==> config.mk <==
export PLATFORM = sky130hd
export DESIGN_NAME = display_datapath
export DESIGN_NICKNAME = d
export VERILOG_FILES = /design/src/rtl/display_datapath.sv
export SDC_FILE = /design/constraint.sdc
export NUM_CORES = 1
export LEC_CHECK = 0
export CAP_MARGIN = 10
export CORE_AREA = 2 2 111 113
export DETAILED_ROUTE_END_ITERATION = 7
export DIE_AREA = 0 0 113 115
export PLACE_DENSITY = 0.57
export SLEW_MARGIN = 20
export SYNTH_ARGS = -nofsm -noshare
export SYNTH_HDL_FRONTEND = slang
export SYNTH_SLANG_ARGS = --single-unit
export TNS_END_PERCENT = 100
==> constraint.sdc <==
create_clock -name clock -period 2.73 [get_ports clock]
set_clock_uncertainty 0.2 [all_clocks]
set_input_delay 0.819 -clock clock [delete_from_list [all_inputs] [get_ports clock]]
set_output_delay 0.819 -clock clock [all_outputs]
set_load 0.05 [all_outputs]
==> src/rtl/display_datapath.sv <==
// Pixel datapath for the note-lane display: holds the scrolling 8x4 note
// window, computes box and clear-screen pixel addresses, and produces
// registered x/y/colour/plot writes for a 160x120 3-bit VGA adapter.
module display_datapath #(
  parameter int         BOX_W      = 16,
  parameter int         BOX_H      = 12,
  parameter int         LANE_X0    = 32,
  parameter int         LANE_PITCH = 24,
  parameter int         ROW_Y0     = 8,
  parameter int         ROW_PITCH  = 14,
  parameter logic [2:0] BG_COLOUR  = 3'b000
) (
  input  logic        clock,
  input  logic        reset,
  input  logic        loadDefault,
  input  logic        writeDefault,
  input  logic        loadStartAddress,
  input  logic        loadX,
  input  logic        loadY,
  input  logic        writeToScreen,
  input  logic        shiftSong,
  input  logic [3:0]  noteIn,
  input  logic [15:0] gridCounter,
  input  logic [1:0]  boxCounter,
  input  logic [2:0]  songCounter,
  input  logic [15:0] pixelCount,
  output logic [7:0]  x,
  output logic [6:0]  y,
  output logic [2:0]  colour,
  output logic        plot,
  output logic [3:0]  strikeRow
);

  // Window bit (4*row + lane); row 0 is the newest, row 7 the strike row.
  logic [31:0] window_q, window_d;
  logic [7:0]  base_x_q, base_x_d;
  logic [6:0]  base_y_q, base_y_d;
  logic [2:0]  box_colour_q, box_colour_d;
  logic        x_in_q, x_in_d;
  logic        y_in_q, y_in_d;
  logic        def_valid_q, def_valid_d;
  logic [7:0]  x_q, x_d;
  logic [6:0]  y_q, y_d;
  logic [2:0]  colour_q, colour_d;
  logic        plot_q, plot_d;

  logic [2:0]  lane_colour;
  logic        note_bit;
  logic        unused_bits;

  assign unused_bits = ^{pixelCount[15:8], gridCounter[15]};
  assign note_bit    = window_q[{songCounter, boxCounter}];

  // Fixed per-lane colour of a note that is present.
  always_comb begin
    lane_colour = 3'b100;
    case (boxCounter)
      2'd0: lane_colour = 3'b100;
      2'd1: lane_colour = 3'b010;
      2'd2: lane_colour = 3'b001;
      2'd3: lane_colour = 3'b110;
      default: lane_colour = 3'b100;
    endcase
  end

  // Next-state for window, box address latches and pixel output registers.
  always_comb begin
    window_d     = window_q;
    base_x_d     = base_x_q;
    base_y_d     = base_y_q;
    box_colour_d = box_colour_q;
    x_in_d       = x_in_q;
    y_in_d       = y_in_q;
    def_valid_d  = def_valid_q;
    x_d          = x_q;
    y_d          = y_q;
    colour_d     = colour_q;
    plot_d       = 1'b0;

    if (shiftSong) begin
      window_d = {window_q[27:0], noteIn};
    end

    if (loadDefault) begin
      x_d         = gridCounter[7:0];
      y_d         = gridCounter[14:8];
      def_valid_d = (gridCounter[7:0] < 8'd160) && (gridCounter[14:8] < 7'd120);
    end else begin
      if (loadStartAddress) begin
        base_x_d     = 8'(LANE_X0 + int'(boxCounter) * LANE_PITCH);
        base_y_d     = 7'(ROW_Y0 + int'(songCounter) * ROW_PITCH);
        box_colour_d = note_bit ? lane_colour : BG_COLOUR;
      end
      if (loadX) begin
        x_d    = base_x_q + {4'b0000, pixelCount[3:0]};
        x_in_d = ({1'b0, pixelCount[3:0]} < 5'(BOX_W));
      end
      if (loadY) begin
        y_d    = base_y_q + {3'b000, pixelCount[7:4]};
        y_in_d = ({1'b0, pixelCount[7:4]} < 5'(BOX_H));
      end
    end

    if (writeDefault) begin
      plot_d   = def_valid_q;
      colour_d = BG_COLOUR;
    end else if (writeToScreen) begin
      plot_d   = x_in_q & y_in_q;
      colour_d = box_colour_q;
    end
  end

  // All state registers, cleared immediately when reset goes low.
  always_ff @(posedge clock or negedge reset) begin
    if (!reset) begin
      window_q     <= '0;
      base_x_q     <= '0;
      base_y_q     <= '0;
      box_colour_q <= '0;
      x_in_q       <= 1'b0;
      y_in_q       <= 1'b0;
      def_valid_q  <= 1'b0;
      x_q          <= '0;
      y_q          <= '0;
      colour_q     <= '0;
      plot_q       <= 1'b0;
    end else begin
      window_q     <= window_d;
      base_x_q     <= base_x_d;
      base_y_q     <= base_y_d;
      box_colour_q <= box_colour_d;
      x_in_q       <= x_in_d;
      y_in_q       <= y_in_d;
      def_valid_q  <= def_valid_d;
      x_q          <= x_d;
      y_q          <= y_d;
      colour_q     <= colour_d;
      plot_q       <= plot_d;
    end
  end

  assign x         = x_q;
  assign y         = y_q;
  assign colour    = colour_q;
  assign plot      = plot_q;
  assign strikeRow = window_q[31:28];

endmodule

* Word level (Yosys, flattened, before mapping) *
Index checks and enable logic that the tools add are counted.

operators by class
  $add $sub $neg = 4
  reduce and logical (&&, ||, !) cells = 8
  multiplexer cells = 12
  $mul = 2
  bitwise logic cells = 2
  equality and inequality tests = 3
  $lt $le $gt $ge = 4

operators by type and width
  cell                                                        count
  2-to-1 mux 8 bit                                            2
  2-to-1 mux 7 bit                                            2
  one-hot mux 3 bit (4 select lines)                          1
  2-to-1 mux 3 bit                                            3
  adder 6 x 7 -> 8 bit, first input constant                  1
  adder 8 x 4 -> 8 bit                                        1
  less-than comparator 8 bit, second input constant           1
  adder 4 x 7 -> 7 bit, first input constant                  1
  adder 7 x 4 -> 7 bit                                        1
  less-than comparator 7 bit, second input constant           1
  less-than comparator 5 x 6 -> 1 bit, second input constant  1
  multiplier 3 x 3 -> 6 bit, second input constant            1
  AND reduction 2 bit                                         3
  nonzero test 2 bit                                          3
  binary-select mux 1 bit (select 5 bit)                      1
  == test 2 bit, second input constant                        2
  less-than comparator 4 bit, second input constant           1
  multiplier 2 x 2 -> 4 bit, second input constant            1
  2-to-1 mux 1 bit                                            3
  == test 2 x 1 -> 1 bit, second input constant               1
  logical NOT 2 bit                                           1
  AND 1 bit                                                   1
  logical AND 1 bit                                           1
  NOT 1 bit                                                   1

storage, ports and cells
  output and inout port bits = 23
  bits in registers = 72
  input port bits = 50
  word-level logic and storage cells = 46

* Longest topological paths before layout *
  depth in word-level cells = 3
  gate-level depth with buffers = 9
  mapped depth without buffers = 9

* Worst setup path after synthesis *
Ideal clock, no wire load.

  kind = input to register
  start = in songCounter[0]
  end = reg base_y_q[6]
  slack = -0.329 ns
  data required time = 2.453 ns
  buffers on the path = 0
  arrival time = 2.782 ns
  setup time = 0.077 ns
  stages = 8
  cell sequence = fa_1 -> ha_1 -> fa_1 -> nand2_1 -> or4_1 -> a31oi_1 -> a221oi_1 -> o21ai_1

on the way
  longest elaborated chain between the ends = 2

ends and longest elaborated chain
  element                    RTL line  source
  start: declaration         25        input logic [2:0] songCounter,
  multiplier 3 x 3 -> 6 bit  91        base_y_d = 7'(ROW_Y0 + int'(songCounter) * ROW_PITCH);
  adder 4 x 7 -> 7 bit       91
  end signal: assignment     130       base_y_q <= base_y_d;
  end: declaration           37        logic [6:0] base_y_q, base_y_d;

Every way passes these cells.
A chain may end at the register's enable or synchronous reset.

* Worst setup path in the final report *
  start = in songCounter[1]
  end = reg base_y_q[6]

Same word-level chain as after synthesis.

==> results.py <==
metrics = {
    "yosys": {
        "synth-edff-count": 0,
        "synth_cell_types": 34,
        "syn_inst": 289,
        "syn-num-nets": 357,
        "synth_top_area_share_pct": 49.53,
        "yosysMostFrequentCell": "dfrtp_1",
        "synth.area.top_cells": "dfrtp_1 50%, mux2_2 11%, mux2i_1 8.4%, ha_1 5.1%, nand2_1 3.7%",
        "synth_flop_cell": "dfrtp_1",
        "syn-cell-area_um2": 3436,
        "synthTopCellsByCount": "68 x dfrtp_1, 34 x nand2_1, 33 x mux2_2",
        "synth_top_area_cell": "dfrtp_1",
        "synthArstFlopShare_pct": 100.0,
        "synth.avg_cell_area_um2": 11.89,
        "ys_seq_elements": 68,
        "yosys_warnings": 0,
        "yosysSeqAreaShare_pct": 49.53,
    },
    "detailed_routing": {
        "routed_via_density": 4.620,
        "wl_met2_um": 3384,
        "top_layer_used": "met4",
        "ant_nets": 0,
        "drtIter0Drc": 94,
        "drc": 11,
        "route.layer.met1.wl_um": 3682,
        "wl_per_cell_um": 14.54,
        "wl_met3_um": 521,
        "drtPass1Iterations": 6,
        "routed_wl_um": 7618,
        "vias": 2421,
    },
    "power": {
        "sw_frac_of_total_pct": 30.07,
        "ir_drop_uv": 472.4,
        "power_density_nw_per_um2": 764.2,
        "p_total_mw": 3.647,
        "p_leak_nw": 2.124,
        "p_sw_mw": 1.096,
        "p_clk_share_pct": 34.3,
        "combPwrFrac_pct": 28.2,
        "power_frac_seq_pct": 37.5,
        "internal_power_mw": 2.551,
    },
    "grt": {
        "antenna_found_initial": 0,
        "grt_max_degree": 47,
        "grt_pass1_vias": 2458,
        "grt_pass1_wl_um": 12620,
        "grt-ovfl-total": 0,
        "grt_usage_pct": 12.24,
    },
    "worst_setup_path": {
        "critPathMaxStageDelay_ns": 0.55,
        "start_kind": "input pin",
        "crit_path_cell_trace": "buf_6 > fa_1 > ha_2 > fa_1 > nand2_2 > buf_6 > nor2_2 > mux2_4 > a221oi_2 > o21ai_1",
        "critPathMaxFanout": 2,
        "critPathCaptureType": "flip-flop",
        "cp.required_ns": 2.74,
        "cpMaxStageDelayCell": "fa_1",
        "worstSetupPathType": "in -> reg",
        "cp_num_buf_inv": 2,
        "cp.arrival_ns": 2.93,
        "critPathTopFamily": "adder cells",
    },
    "timing": {
        "min_period_ns": 2.916,
        "final_max_slew_viol_count": 0,
        "slew-limit-headroom_pct": 62.85,
        "fin_crit_sh_pct": 106.8,
        "worstMarginPinSlew_ns": 0.5573,
        "setup-tns-final_ns": -0.4153,
        "finalWorstSetupSlack_ns": -0.1862,
        "finalHoldViolCount": 0,
        "max_freq_mhz": 342.9,
        "hold_slack_ns": 0.2578,
        "final-setup-viol-count": 3,
        "rsz0062_at_grt": "true",
    },
    "final_layout": {
        "antennaDiodeCount": 0,
        "syn_to_final_growth_pct": 38.89,
        "final_cell_area_um2": 4772,
        "fin_cells": 524,
        "drive_above_1_share_pct": 25.20,
        "nNetsFinal": 440,
        "utilization_pct": 40.40,
    },
    "floorplan": {
        "start_util_pct": 29.09,
        "coreArea_um2": 11810,
        "io_pins": 73,
        "rows": 40,
        "die_area_um2": 13000,
        "die_w_um": 113,
        "die_h_um": 115,
    },
    "status": {
        "violations": "design-rule violations, negative setup slack",
        "outcome": "complete, but fails checks",
    },
    "cts": {
        "cts.sinks": 68,
        "htreeDepth": 3,
        "cts_buffer_depth": 2,
        "cts-root-buf": "clkbuf_16",
        "numCtsBuffers": 9,
        "clk-insertion-delay-late_ns": 0.33,
        "cts_tree": "done",
        "clkTransAtPathRegs_ns": 0.06,
        "cts_hold_repair.buffers": 0,
    },
    "place": {
        "post-dp-hpwl_um": 5572,
        "placed_area_um2": 4348,
        "dp_slack_ns": -0.8766,
        "place_inst": 503,
        "port_buffers": 63,
        "place_congestion": 0.8045,
    },
    "run": {
        "drv_cap": 0,
    },
    "worst_hold_path": {
        "hold_class": "reg -> reg",
    },
}
==> routing by layer <==
layer  up-vias  track usage [%]
met1      1170            17.29
met4         0            2.683
met5         -                0
li1       1175                -
met2        72            18.60
met3         4            3.795
==> state kept, by name, summed over array words and instances (netlist names) <==
| name | flops |
|---|---|
| x | 8 |
| def_valid_q | 1 |
| y | 7 |
| y_in_q | 1 |
| base_y_q | 6 |
| colour | 3 |
| plot | 1 |
| window_q | 32 |
| x_in_q | 1 |
| base_x_q | 5 |
| box_colour_q | 3 |
==> kinds of logic after synthesis <==
logic type	after synthesis	share of synthesized area (%)
adders and majority gates	18	7.429
buffers and inverters	26	3.969
DFF	68	49.53
AOI/OAI and AO/OA	47	7.939
xor gates and xnor gates	8	2.039
and+or+nand+nor	54	6.555
muxes	68	22.54
==> power groups by stage <==
stage / combinational, mW / clock (mW) / sequential (mW)
2_1_floorplan: 0.564 / 0 / 1.46
3_3_place_gp: 0.970 / 0 / 1.38
3_5_place_dp: 0.989 / 0 / 1.39
4_1_cts: 1.02 / 1.28 / 1.37
5_1_grt: 1.12 / 1.33 / 1.40
6_report: 1.03 / 1.25 / 1.37
==> layout make-up <==
type | instances | area [um^2]
Fill cell | 1143 | 7039
Sequential cell | 68 | 1702
Multi-Input combinational cell | 195 | 1659
Timing Repair Buffer | 90 | 870.8
Clock buffer | 10 | 239.0
Tap cell | 147 | 183.9
Clock inverter | 6 | 87.58
Inverter | 8 | 30.03
==> cell usage in the layout, fill, tap and decap left out, types with 2 or more instances in the layout <==
master	instances
mux4_2	4
dfrtp_1	68
ha_1	12
nand3_1	5
a31oi_1	2
buf_6	4
bufinv_16	2
o21ai_0	21
inv_1	7
clkdlybuf4s50_1	59
buf_4	22
fa_1	4
a21o_1	5
clkbuf_16	9
mux2i_1	29
o21ai_1	11
xor2_1	2
buf_2	2
xnor2_1	5
buf_12	3
mux2_1	2
a22o_1	3
mux2_2	31
nor2_1	8
nand2_1	33
mux2_4	2
clkinvlp_4	3
==> what timing repair did <==
item | 4_1_cts | 5_1_grt
buffers inserted | 4 | 2
resized for setup | 18 | 10
cloned | 0 | 0
endpoints found under the setup margin | 3 | 6
pin swaps | 11 | 12
==> path summary, 6_finish.rpt <==
kind / slack (ns) / depth (start not counted) / endpoint / startpoint
setup / recovery: -0.19 / 10 / base_y_q[6] / songCounter[1]
hold / removal: 0.26 / 1 / x_in_q / x_in_q
setup reg to reg: 0.83 / 7 / y[5] / base_y_q[1]
hold reg to reg: 0.26 / 1 / x_in_q / x_in_q
max in group asynchronous: 1.41 / 2 / window_q[7] / reset
min in group asynchronous: 0.27 / 1 / x[2] / reset
Power figures use the tool's default switching activity.
